===== src/rtl/vx_gbar_ctrl_pkg.sv =====
// Shared types for the cluster global barrier controller.
// Widths derive from the cluster core count and the number of barrier IDs.
package vx_gbar_ctrl_pkg;

  localparam int GBAR_NUM_CORES    = 4;
  localparam int GBAR_NUM_BARRIERS = 8;
  localparam int GBAR_NC_WIDTH     = $clog2(GBAR_NUM_CORES);
  localparam int GBAR_NB_WIDTH     = $clog2(GBAR_NUM_BARRIERS);

  typedef struct packed {
    logic [GBAR_NB_WIDTH-1:0] id;
    logic [GBAR_NC_WIDTH-1:0] size_m1;
    logic [GBAR_NC_WIDTH-1:0] core_id;
  } gbar_req_t;

  typedef struct packed {
    logic [GBAR_NB_WIDTH-1:0] id;
  } gbar_rsp_t;

  // Arrival count that completes a barrier of the given size, one bit wider than size_m1.
  function automatic logic [GBAR_NC_WIDTH:0] gbar_target(input logic [GBAR_NC_WIDTH-1:0] size_m1);
    return {1'b0, size_m1} + (GBAR_NC_WIDTH+1)'(1);
  endfunction

endpackage


===== src/rtl/vx_gbar_ctrl_if.sv =====
// Core-scheduler <-> barrier-controller bus: per-core arrival requests with ready
// grants, plus a broadcast one-cycle release response with no backpressure.
interface vx_gbar_ctrl_if #(
  parameter int NUM_CORES    = 4,
  parameter int NUM_BARRIERS = 8,
  parameter int NC_WIDTH     = $clog2(NUM_CORES),
  parameter int NB_WIDTH     = $clog2(NUM_BARRIERS)
);
  logic [NUM_CORES-1:0]               req_valid;
  logic [NUM_CORES-1:0][NB_WIDTH-1:0] req_id;
  logic [NUM_CORES-1:0][NC_WIDTH-1:0] req_size_m1;
  logic [NUM_CORES-1:0]               req_ready;
  logic                               rsp_valid;
  logic [NB_WIDTH-1:0]                rsp_id;

  modport master (
    output req_valid, req_id, req_size_m1,
    input  req_ready, rsp_valid, rsp_id
  );

  modport slave (
    input  req_valid, req_id, req_size_m1,
    output req_ready, rsp_valid, rsp_id
  );
endinterface


===== src/rtl/vx_gbar_ctrl_rr_arbiter.sv =====
// Round-robin arbiter: combinational one-hot grant searching from the slot after the
// last accepted grant; the pointer moves only when grant_ready confirms acceptance.
module vx_gbar_ctrl_rr_arbiter #(
  parameter int NUM_REQS = 4,
  parameter int IDX_W    = $clog2(NUM_REQS)
) (
  input  logic                clk,
  input  logic                reset,
  input  logic [NUM_REQS-1:0] req,
  input  logic                grant_ready,
  output logic [NUM_REQS-1:0] grant,
  output logic [IDX_W-1:0]    grant_idx,
  output logic                grant_valid
);

  logic [IDX_W-1:0] ptr;
  logic [IDX_W:0]   slot;
  logic [IDX_W:0]   nxt;

  always_comb begin
    grant       = '0;
    grant_idx   = '0;
    grant_valid = 1'b0;
    slot        = '0;
    for (int i = 0; i < NUM_REQS; i++) begin
      slot = {1'b0, ptr} + (IDX_W+1)'(i);
      if (slot >= (IDX_W+1)'(NUM_REQS)) slot = slot - (IDX_W+1)'(NUM_REQS);
      if (!grant_valid && req[slot[IDX_W-1:0]]) begin
        grant_valid = 1'b1;
        grant_idx   = slot[IDX_W-1:0];
      end
    end
    if (grant_valid) grant[grant_idx] = 1'b1;
  end

  always_comb begin
    nxt = {1'b0, grant_idx} + (IDX_W+1)'(1);
    if (nxt == (IDX_W+1)'(NUM_REQS)) nxt = '0;
  end

  always_ff @(posedge clk or negedge reset) begin
    if (!reset) begin
      ptr <= '0;
    end else if (grant_valid && grant_ready) begin
      ptr <= nxt[IDX_W-1:0];
    end
  end

endmodule


===== src/rtl/vx_gbar_ctrl.sv =====
// Global barrier controller: one round-robin arrival per cycle, release pulse one cycle
// after the completing arrival; requesters stall on req_ready, releases are never stalled.
module vx_gbar_ctrl
  import vx_gbar_ctrl_pkg::*;
#(
  parameter int NUM_CORES    = GBAR_NUM_CORES,
  parameter int NUM_BARRIERS = GBAR_NUM_BARRIERS,
  parameter int NC_WIDTH     = $clog2(NUM_CORES),
  parameter int NB_WIDTH     = $clog2(NUM_BARRIERS)
) (
  input  logic                    clk,
  input  logic                    reset,
  vx_gbar_ctrl_if.slave           bus,
  output logic [NUM_BARRIERS-1:0] pending,
  output logic                    err_dup,
  output logic                    err_size,
  output logic                    busy
);

  logic [NUM_CORES-1:0] grant;
  logic [NC_WIDTH-1:0]  grant_idx;
  logic                 grant_valid;

  vx_gbar_ctrl_rr_arbiter #(
    .NUM_REQS (NUM_CORES)
  ) u_arb (
    .clk         (clk),
    .reset       (reset),
    .req         (bus.req_valid),
    .grant_ready (1'b1),
    .grant       (grant),
    .grant_idx   (grant_idx),
    .grant_valid (grant_valid)
  );

  assign bus.req_ready = grant & {NUM_CORES{reset}};

  logic [NUM_CORES-1:0] arr_mask [NUM_BARRIERS];
  logic [NC_WIDTH-1:0]  arr_size [NUM_BARRIERS];
  logic [NC_WIDTH:0]    arr_cnt  [NUM_BARRIERS];

  gbar_req_t         cur;
  logic              first;
  logic              dup;
  logic              done;
  logic [NC_WIDTH-1:0] eff_size;
  logic [NC_WIDTH:0] new_cnt;

  always_comb begin
    cur.id      = bus.req_id[grant_idx];
    cur.size_m1 = bus.req_size_m1[grant_idx];
    cur.core_id = grant_idx;
    first       = (arr_cnt[cur.id] == '0);
    dup         = !first && arr_mask[cur.id][cur.core_id];
    // The first arrival defines the episode size; later arrivals are held to it.
    eff_size    = first ? cur.size_m1 : arr_size[cur.id];
    new_cnt     = arr_cnt[cur.id] + (NC_WIDTH+1)'(1);
    done        = (new_cnt == gbar_target(eff_size));
  end

  logic      rsp_valid_q;
  gbar_rsp_t rsp_q;

  always_ff @(posedge clk or negedge reset) begin
    if (!reset) begin
      for (int b = 0; b < NUM_BARRIERS; b++) begin
        arr_mask[b] <= '0;
        arr_size[b] <= '0;
        arr_cnt[b]  <= '0;
      end
      rsp_valid_q <= 1'b0;
      rsp_q       <= '0;
      err_dup     <= 1'b0;
      err_size    <= 1'b0;
    end else begin
      rsp_valid_q <= 1'b0;
      if (grant_valid) begin
        if (dup) begin
          err_dup <= 1'b1;
        end else begin
          if (!first && (cur.size_m1 != arr_size[cur.id])) err_size <= 1'b1;
          if (done) begin
            // Clearing on the completing edge lets the next arrival open a fresh episode.
            arr_mask[cur.id] <= '0;
            arr_cnt[cur.id]  <= '0;
            rsp_valid_q      <= 1'b1;
            rsp_q.id         <= cur.id;
          end else begin
            arr_mask[cur.id][cur.core_id] <= 1'b1;
            arr_cnt[cur.id]               <= new_cnt;
            arr_size[cur.id]              <= eff_size;
          end
        end
      end
    end
  end

  always_comb begin
    for (int b = 0; b < NUM_BARRIERS; b++) pending[b] = (arr_cnt[b] != '0);
  end

  assign busy          = |pending;
  assign bus.rsp_valid = rsp_valid_q;
  assign bus.rsp_id    = rsp_q.id;

endmodule


===== src/flat_wrapper.sv =====
// flat-port wrapper written by rule: the top's interface ports become plain ports
module vx_gbar_ctrl_flat import vx_gbar_ctrl_pkg::*;
#(
  parameter int NUM_CORES    = GBAR_NUM_CORES,
  parameter int NUM_BARRIERS = GBAR_NUM_BARRIERS,
  parameter int NC_WIDTH     = $clog2(NUM_CORES),
  parameter int NB_WIDTH     = $clog2(NUM_BARRIERS)
)
  (clk, reset, pending, err_dup, err_size, busy, bus_req_valid, bus_req_id, bus_req_size_m1, bus_req_ready, bus_rsp_valid, bus_rsp_id);
  vx_gbar_ctrl_if #(.NUM_CORES(NUM_CORES), .NUM_BARRIERS(NUM_BARRIERS), .NC_WIDTH(NC_WIDTH), .NB_WIDTH(NB_WIDTH)) bus_i ();
  input  logic clk;
  input  logic reset;
  output logic [NUM_BARRIERS-1:0] pending;
  output logic err_dup;
  output logic err_size;
  output logic busy;
  input wire logic [$bits(bus_i.req_valid)-1:0] bus_req_valid;
  input wire logic [$bits(bus_i.req_id)-1:0] bus_req_id;
  input wire logic [$bits(bus_i.req_size_m1)-1:0] bus_req_size_m1;
  output wire logic [$bits(bus_i.req_ready)-1:0] bus_req_ready;
  output wire logic [$bits(bus_i.rsp_valid)-1:0] bus_rsp_valid;
  output wire logic [$bits(bus_i.rsp_id)-1:0] bus_rsp_id;
  assign bus_i.req_valid = bus_req_valid;
  assign bus_i.req_id = bus_req_id;
  assign bus_i.req_size_m1 = bus_req_size_m1;
  assign bus_req_ready = bus_i.req_ready;
  assign bus_rsp_valid = bus_i.rsp_valid;
  assign bus_rsp_id = bus_i.rsp_id;
  vx_gbar_ctrl #(.NUM_CORES(NUM_CORES), .NUM_BARRIERS(NUM_BARRIERS), .NC_WIDTH(NC_WIDTH), .NB_WIDTH(NB_WIDTH)) u_core (.clk(clk), .reset(reset), .bus(bus_i), .pending(pending), .err_dup(err_dup), .err_size(err_size), .busy(busy));
endmodule

===== config.mk =====
export PLATFORM = sky130hd
export DESIGN_NAME = vx_gbar_ctrl_flat
export DESIGN_NICKNAME = d
export VERILOG_FILES = /design/src/rtl/vx_gbar_ctrl_pkg.sv /design/src/rtl/vx_gbar_ctrl_if.sv /design/src/rtl/vx_gbar_ctrl_rr_arbiter.sv /design/src/rtl/vx_gbar_ctrl.sv /design/src/flat_wrapper.sv
export SDC_FILE = /design/constraint.sdc
export NUM_CORES = 1
export LEC_CHECK = 0
export ABC_AREA = 1
export CAP_MARGIN = 20
export CORE_MARGIN = 2
export CORE_UTILIZATION = 50
export DETAILED_ROUTE_END_ITERATION = 12
export HOLD_SLACK_MARGIN = 0.06
export PLACE_DENSITY = 0.7
export REMOVE_ABC_BUFFERS = 1
export SYNTH_ARGS = -nofsm -noshare
export SYNTH_HDL_FRONTEND = slang
export SYNTH_SLANG_ARGS = --single-unit

===== constraint.sdc =====
create_clock -name clk -period 6.9 [get_ports clk]
set_input_delay 0.69 -clock clk [delete_from_list [all_inputs] [get_ports clk]]
set_output_delay 0.69 -clock clk [all_outputs]
set_load 0.01 [all_outputs]

# Word-level counts from Yosys, hierarchy flattened
# Index checks and enable logic that the tools add are counted.
dict set report word_totals {
  regBits 80
  inputBits 26
}
dict set report op_classes {
  addsub 10
  magnitude_cmp 12
  eq_ne 3
  muxes 55
  bitwise 9
  reduce_logical 26
}
# cell n
set ops {}
lappend ops {{$and 32x32->32} 1}
lappend ops {{$mux 32} 1}
lappend ops {{$not 32->32} 1}
lappend ops {{$or 32x32->32} 1}
lappend ops {{$mux 2} 14}
lappend ops {{$and 24x24->24} 1}
lappend ops {{$bwmux 24} 1}
lappend ops {{$demux 4 s3} 2}
lappend ops {{$mux 24} 1}
lappend ops {{$not 24->24} 1}
lappend ops {{$reduce_bool 3->1} 8}
lappend ops {{$mux 4} 5}
lappend ops {{$bwmux 16} 1}
lappend ops {{$lt 2x3->1 const B} 5}
lappend ops {{$mux 1} 13}
lappend ops {{$bmux 4 s3} 1}
lappend ops {{$mux 3} 4}
lappend ops {{$bmux 1 s2} 5}
lappend ops {{$add 2x1->3 const B} 3}
lappend ops {{$bmux 3 s3} 1}
lappend ops {{$demux 3 s3} 1}
lappend ops {{$ge 3x3->1 const B} 3}
lappend ops {{$reduce_and 3->1} 3}
lappend ops {{$reduce_or 8->1} 1}
lappend ops {{other kinds (22)} 37}

# Longest topological paths before layout
dict set report depth {
  word_depth 27
  depth_mapped 34
}

# Hierarchy
# A second synthesis with hierarchy kept.
dict set report hier_totals {
  hier_cells 813
  hier_area_um2 5297.6
}
# mod n_inst cells_per_inst area_per_inst_um2 seq_area_each_um2
set modules_own_cells {}
lappend modules_own_cells {vx_gbar_ctrl 1 729 4827.1 1951.9}
lappend modules_own_cells {vx_gbar_ctrl_rr_arbiter 1 84 470.5 50.0}

# Worst setup path after synthesis
# Ideal clock, no wire load.
dict set report synth_path {
  kind {input to register}
  startpoint {input port bus_req_valid[3]}
  endpoint {register u_core.rsp_q (netlist bit u_core.bus.rsp_id[2])}
  setup_time_ns 0.117
  arrival_time_ns 4.311
  required_ns 6.783
  setup_slack_ns 2.472
  stages 31
  n_path_buf 4
  path_cell_list {inv_1 -> nand2_1 -> nand3_1 -> nand2_1 -> inv_1 -> nand2_1 -> nor2_2 -> nand2_8 -> nand2_4 -> buf_6 -> nand2_2 -> nand3_2 -> nand2_2 -> buf_6 -> buf_4 -> nand2_1 -> inv_1 -> a21oi_1 -> nand4_1 -> ha_1 -> nand2_4 -> nor2_1 -> a21oi_2 -> ha_1 -> xnor2_1 -> nand3_2 -> nor2_4 -> buf_6 -> nand2_2 -> nand2_1 -> nand2_1}
}
dict set report synth_between {
  elab_chain_cells 23
  elab_cells_between_ends 47
}
# element line_no
set synth_rtl {}
lappend synth_rtl {{start: declaration} flat_wrapper.sv:17} ;# input wire logic [$bits(bus_i.req_valid)-1:0] bus_req_valid;
lappend synth_rtl {{$bmux 1 s2} vx_gbar_ctrl_rr_arbiter.sv:28} ;# if (!grant_valid && req[slot[IDX_W-1:0]]) begin
lappend synth_rtl {{$mux 1 (implied by the code)} vx_gbar_ctrl_rr_arbiter.sv:28}
lappend synth_rtl {{$mux 1} vx_gbar_ctrl_rr_arbiter.sv:28}
lappend synth_rtl {{$logic_not 1->1} vx_gbar_ctrl_rr_arbiter.sv:28}
lappend synth_rtl {{$logic_and 1x1->1} vx_gbar_ctrl_rr_arbiter.sv:28}
lappend synth_rtl {{$mux 1} vx_gbar_ctrl_rr_arbiter.sv:28}
lappend synth_rtl {{$logic_not 1->1} vx_gbar_ctrl_rr_arbiter.sv:28}
lappend synth_rtl {{$logic_and 1x1->1} vx_gbar_ctrl_rr_arbiter.sv:28}
lappend synth_rtl {{(+7 left out)} n/a}
lappend synth_rtl {{$bmux 3 s3} vx_gbar_ctrl.sv:53} ;# first = (arr_cnt[cur.id] == '0);
lappend synth_rtl {{$mux 3 (implied by the code) (2 in a row)} vx_gbar_ctrl.sv:53}
lappend synth_rtl {{$logic_not 3->1} vx_gbar_ctrl.sv:53}
lappend synth_rtl {{$mux 2 *} vx_gbar_ctrl.sv:56} ;# eff_size = first ? cur.size_m1 : arr_size[cur.id];
lappend synth_rtl {{net u_core.eff_size[1]} vx_gbar_ctrl.sv:46} ;# logic [NC_WIDTH-1:0] eff_size;
lappend synth_rtl {{$add 2x1->3 *} vx_gbar_ctrl_pkg.sv:22} ;# return {1'b0, size_m1} + (GBAR_NC_WIDTH+1)'(1);
lappend synth_rtl {{$eq 3x3->1 *} vx_gbar_ctrl.sv:58} ;# done = (new_cnt == gbar_target(eff_size));
lappend synth_rtl {{$reduce_and 3->1 (no source line) *} n/a}
lappend synth_rtl {{end: declaration} vx_gbar_ctrl.sv:62} ;# gbar_rsp_t rsp_q;
# The timed path passes the listed nets; every way through them passes the cells marked *. The select of a mux whose other input is x is not followed.
# A chain may end at the register's enable or synchronous reset.

# Worst setup path in the final report
dict set report layout_path {
  startpoint {input port bus_req_valid[2]}
  endpoint {register u_core.arr_cnt[3] (netlist name)}
}
dict set report layout_between {
  elab_chain_cells 23
  elab_cells_between_ends 56
}
# element line_no
set layout_rtl {}
lappend layout_rtl {{$bmux 1 s2} vx_gbar_ctrl_rr_arbiter.sv:28}
lappend layout_rtl {{$mux 1 (implied by the code)} vx_gbar_ctrl_rr_arbiter.sv:28}
lappend layout_rtl {{$mux 1} vx_gbar_ctrl_rr_arbiter.sv:28}
lappend layout_rtl {{$logic_not 1->1} vx_gbar_ctrl_rr_arbiter.sv:28}
lappend layout_rtl {{$logic_and 1x1->1} vx_gbar_ctrl_rr_arbiter.sv:28}
lappend layout_rtl {{$mux 1} vx_gbar_ctrl_rr_arbiter.sv:28}
lappend layout_rtl {{$logic_not 1->1} vx_gbar_ctrl_rr_arbiter.sv:28}
lappend layout_rtl {{$logic_and 1x1->1} vx_gbar_ctrl_rr_arbiter.sv:28}
lappend layout_rtl {{(+7 left out)} n/a}
lappend layout_rtl {{$bmux 3 s3} vx_gbar_ctrl.sv:53}
lappend layout_rtl {{$mux 3 (implied by the code) (2 in a row)} vx_gbar_ctrl.sv:53}
lappend layout_rtl {{$logic_not 3->1} vx_gbar_ctrl.sv:53}
lappend layout_rtl {{$mux 2 *} vx_gbar_ctrl.sv:56}
lappend layout_rtl {{net u_core.eff_size[1]} vx_gbar_ctrl.sv:46}
lappend layout_rtl {{$add 2x1->3 *} vx_gbar_ctrl_pkg.sv:22}
lappend layout_rtl {{$eq 3x3->1 *} vx_gbar_ctrl.sv:58}
lappend layout_rtl {{$mux 24 *} vx_gbar_ctrl.sv:82} ;# if (done) begin
lappend layout_rtl {{end signal: indexed assignment} vx_gbar_ctrl.sv:90} ;# arr_cnt[cur.id] <= new_cnt;
lappend layout_rtl {{end: declaration} vx_gbar_ctrl.sv:40} ;# logic [NC_WIDTH:0] arr_cnt [NUM_BARRIERS];
# Marks and branches as above.

==> flow_summary_export.csv <==
group,metric,value,unit
synth,seq_area_frac_synth,0.374,
clocking,clock_insertion_delay_worst_skew,0.36,ns
clocking,clk_pin_slew_worst_paths,0.10,ns
floorplan,ioPinCount,45,
detailed_routing,vias_per_cell,5.32,
min_path,worst_hold_path_class,"input port to async pin",
floorplan,rows,37,
finish,mostFrequentLayoutCells,"270 x sky130_fd_sc_hd__nand2_1, 108 x sky130_fd_sc_hd__inv_1, 80 x sky130_fd_sc_hd__dfrtp_1, 70 x sky130_fd_sc_hd__nand3_1, 50 x sky130_fd_sc_hd__nor2_1",
grt,grt_usage,0.263,
clocking,tritoncts,"built",
detailed_routing,via_count,5048,
finish,fill_cells,1028,
detailed_routing,drt-wirelength-per-cell,15.3,um
synth,synth_area,0.00535,sq mm
synth,postSynthAreaPerCell,6.93,sq um
grt,grt_start_max_net_pins,46,
timing,fin_worst_hold_slack,0.301,ns
worst_setup_path,cp_max_fo,21,
floorplan,floorplan.die.height,107,um
finish,finish.cell_count_without_fillers,949,
clocking,count_of_hold_buffers_inserted_by_post_cts_repair,0,
detailed_routing,totalWireLength,14.5,mm
detailed_routing,detailedRoute.firstIterationViolations,293,
floorplan,core_area,0.0104,sq mm
synth,post_syn_instances,773,
clocking,cts_root_buffer,"sky130_fd_sc_hd__clkbuf_8",
outcome,run_status,"finished clean",
detailed_routing,drc,0,
worst_setup_path,crit_required,7.13,ns
synth,post_synth_num_cell_types,33,
timing,unrepaired_setup_endpoints_after_global_routing,"false",
worst_setup_path,critical_path.endpoint_type,"flop",
clocking,cts_buffers,9,
timing,fin_ws,0.958,ns
floorplan,initial_core_util,0.516,
job,timing.max_cap.violations,0,
synth,yosys_warnings,0,
timing,timing.slew.headroom,0.565,
finish,layout_commonest_cell,"sky130_fd_sc_hd__nand2_1",
timing,finalMaxSlewViolations,0,
finish,antenna_cells,0,
clocking,cts_max_path_buffers,2,
placed_design,numPortBuffers,44,
timing,achievable-frequency,168,MHz
finish,synthToLayoutAreaGrowth,12.2,%
clocking,htree_num_levels,3,
synth,ys_ff_latch,80,
timing,worst_slew_pin_slew,0.651,ns
grt,antenna_found_initial,0,
finish,drive_above_1_share,0.0923,
worst_setup_path,worst_ep_arrival_time,6.17,ns
clocking,post_cts.resized_instances,0,
placed_design,placed_cells,933,
timing,layout_min_cycle_time,5.94,ns
detailed_routing,antenna_left,0,
grt,globalRoute.totalOverflow,0,
timing,period_share,0.861,
grt,via_count_of_the_first_global_routing_pass,4953,
detailed_routing,dr.pass1.iters,5,
worst_setup_path,worstSetupPathType,"input port to flop",
placed_design,place_ws,0.700,ns
floorplan,die_x,107,um
placed_design,post-dp-hpwl,10.4,mm
floorplan,fp.dieArea,0.0116,sq mm
timing,setup_viol,0,
grt,global_route_wire_length_before_repair,23.9,mm
clocking,clock_net_sink_count,80,
timing,number_of_hold_violations_in_the_final_report,0,
timing,fin_skew,0.0159,ns
timing,fin_setup_tns,0,ns
finish,fin_nets,841,
worst_setup_path,startpoint_type,"input port",
placed_design,gp_congestion,0.918,
clocking,postCtsSetupBuffers,0,
[worst paths after layout]
kind,cells past startpoint,startpoint,slack [ns],to
max,26,bus_req_valid[2],0.96,u_core.arr_cnt[3]$_DFFE_PN0P_
min,1,reset,0.30,u_core.bus.rsp_valid$_DFF_PN0_
max reg2reg,25,u_core.u_arb.ptr[0]$_DFFE_PN0P_,1.06,u_core.arr_cnt[3]$_DFFE_PN0P_
min reg2reg,1,u_core.err_dup$_DFFE_PN0P_,0.49,u_core.err_dup$_DFFE_PN0P_
max in group asynchronous,2,reset,5.59,u_core.arr_size[12]$_DFFE_PN0P_
min in group clk,1,u_core.err_dup$_DFFE_PN0P_,0.49,u_core.err_dup$_DFFE_PN0P_
[registers in the layout (all words and copies together), names as in the netlist]
name and flops:
u_core.arr_cnt 24, u_core.arr_mask 32, u_core.arr_size 16, u_core.bus.rsp_id 3
u_core.bus.rsp_valid 1, u_core.err_dup 1, u_core.err_size 1, u_core.u_arb.ptr 2
[logic make-up after synthesis]
group / synth area share
AO/OA/AOI/OAI: 0.101
flip-flops: 0.374
adder cells (fa/ha/maj): 0.0164
AND/OR/NAND/NOR: 0.391
XOR/XNOR: 0.00327
buffers and inverters: 0.114
[Yosys cell counts]
master,count,area [sq um]
sky130_fd_sc_hd__nand2_2,14,87.6
sky130_fd_sc_hd__nand2_4,2,22.5
sky130_fd_sc_hd__nand3b_1,4,30.0
sky130_fd_sc_hd__o21ai_1,19,95.1
sky130_fd_sc_hd__a21oi_2,1,8.76
sky130_fd_sc_hd__nand4_1,5,31.3
sky130_fd_sc_hd__a21oi_1,38,190
sky130_fd_sc_hd__nor2_4,4,45.0
sky130_fd_sc_hd__clkbuf_1,3,11.3
sky130_fd_sc_hd__a32oi_1,2,17.5
sky130_fd_sc_hd__nor4_1,2,12.5
sky130_fd_sc_hd__xnor2_1,1,8.76
sky130_fd_sc_hd__buf_8,1,15.0
sky130_fd_sc_hd__nand2_1,270,1010
sky130_fd_sc_hd__dfrtp_1,80,2000
sky130_fd_sc_hd__xor2_1,1,8.76
sky130_fd_sc_hd__buf_6,10,113
sky130_fd_sc_hd__nor2_1,50,188
sky130_fd_sc_hd__buf_1,1,3.75
sky130_fd_sc_hd__o21ai_0,15,75.1
sky130_fd_sc_hd__inv_2,2,7.51
sky130_fd_sc_hd__nand3_2,10,100
sky130_fd_sc_hd__nand3_4,5,87.6
sky130_fd_sc_hd__inv_1,108,405
sky130_fd_sc_hd__buf_4,4,30.0
sky130_fd_sc_hd__buf_2,5,25.0
sky130_fd_sc_hd__nand3_1,70,350
sky130_fd_sc_hd__nand2_8,1,20.0
sky130_fd_sc_hd__o21bai_1,19,143
sky130_fd_sc_hd__o22ai_1,2,12.5
sky130_fd_sc_hd__nor2_2,16,100
sky130_fd_sc_hd__or2_2,1,6.26
sky130_fd_sc_hd__ha_1,7,87.6
[area by class of cell]
type / instances / area [sq um] / share of cell area
Clock buffer: 11 / 131 / 0.0219
Clock inverter: 5 / 81.3 / 0.0135
Inverter: 110 / 413 / 0.0687
Multi-Input combinational cell: 559 / 2740 / 0.456
Sequential cell: 80 / 2000 / 0.333
Tap cell: 136 / 170 / 0.0283
Timing Repair Buffer: 48 / 468 / 0.0779
[critical path, cell delays in order]
cell and delay, ns:
sky130_fd_sc_hd__clkdlybuf4s50_1 0.48, sky130_fd_sc_hd__inv_1 0.07, sky130_fd_sc_hd__nand2_1 0.09, sky130_fd_sc_hd__nand3_1 0.09
sky130_fd_sc_hd__nand2_1 0.15, sky130_fd_sc_hd__inv_1 0.05, sky130_fd_sc_hd__nand2_1 0.10, sky130_fd_sc_hd__nand2_1 0.22
sky130_fd_sc_hd__nand2_4 0.30, sky130_fd_sc_hd__nand2_1 0.08, sky130_fd_sc_hd__nand3_1 0.09, sky130_fd_sc_hd__nand2_1 0.32
sky130_fd_sc_hd__nor2_1 0.34, sky130_fd_sc_hd__nand2_1 0.22, sky130_fd_sc_hd__or2_2 0.35, sky130_fd_sc_hd__nand4_1 0.11
sky130_fd_sc_hd__ha_1 0.25, sky130_fd_sc_hd__nand2_4 0.11, sky130_fd_sc_hd__a21oi_2 0.44, sky130_fd_sc_hd__ha_1 0.34
sky130_fd_sc_hd__xnor2_1 0.22, sky130_fd_sc_hd__nand2_1 0.08, sky130_fd_sc_hd__inv_1 0.06, sky130_fd_sc_hd__nand3_2 0.34
sky130_fd_sc_hd__nand2_1 0.42, sky130_fd_sc_hd__o21ai_0 0.14
[per-stage QoR]
step / utilization / instance area [sq um]
after detailed placement: 0.559 / 5790
after floorplan: - / 5160
final: 0.579 / 6010
after global placement: 0.559 / 5790
after global routing: 0.579 / 6010
after CTS: 0.579 / 6010
[per-layer routing]
metal | vias up | share of wire | track usage
li1 | 2489 | - | -
met1 | 2373 | 0.44 | 0.334
met2 | 159 | 0.48 | 0.448
met3 | 27 | 0.057 | 0.0478
met4 | 0 | 0.023 | 0.0925
met5 | - | 0 | 0
Power is not shown: default switching activity piles up to over one toggle a cycle in this logic, so the estimate is an artifact.
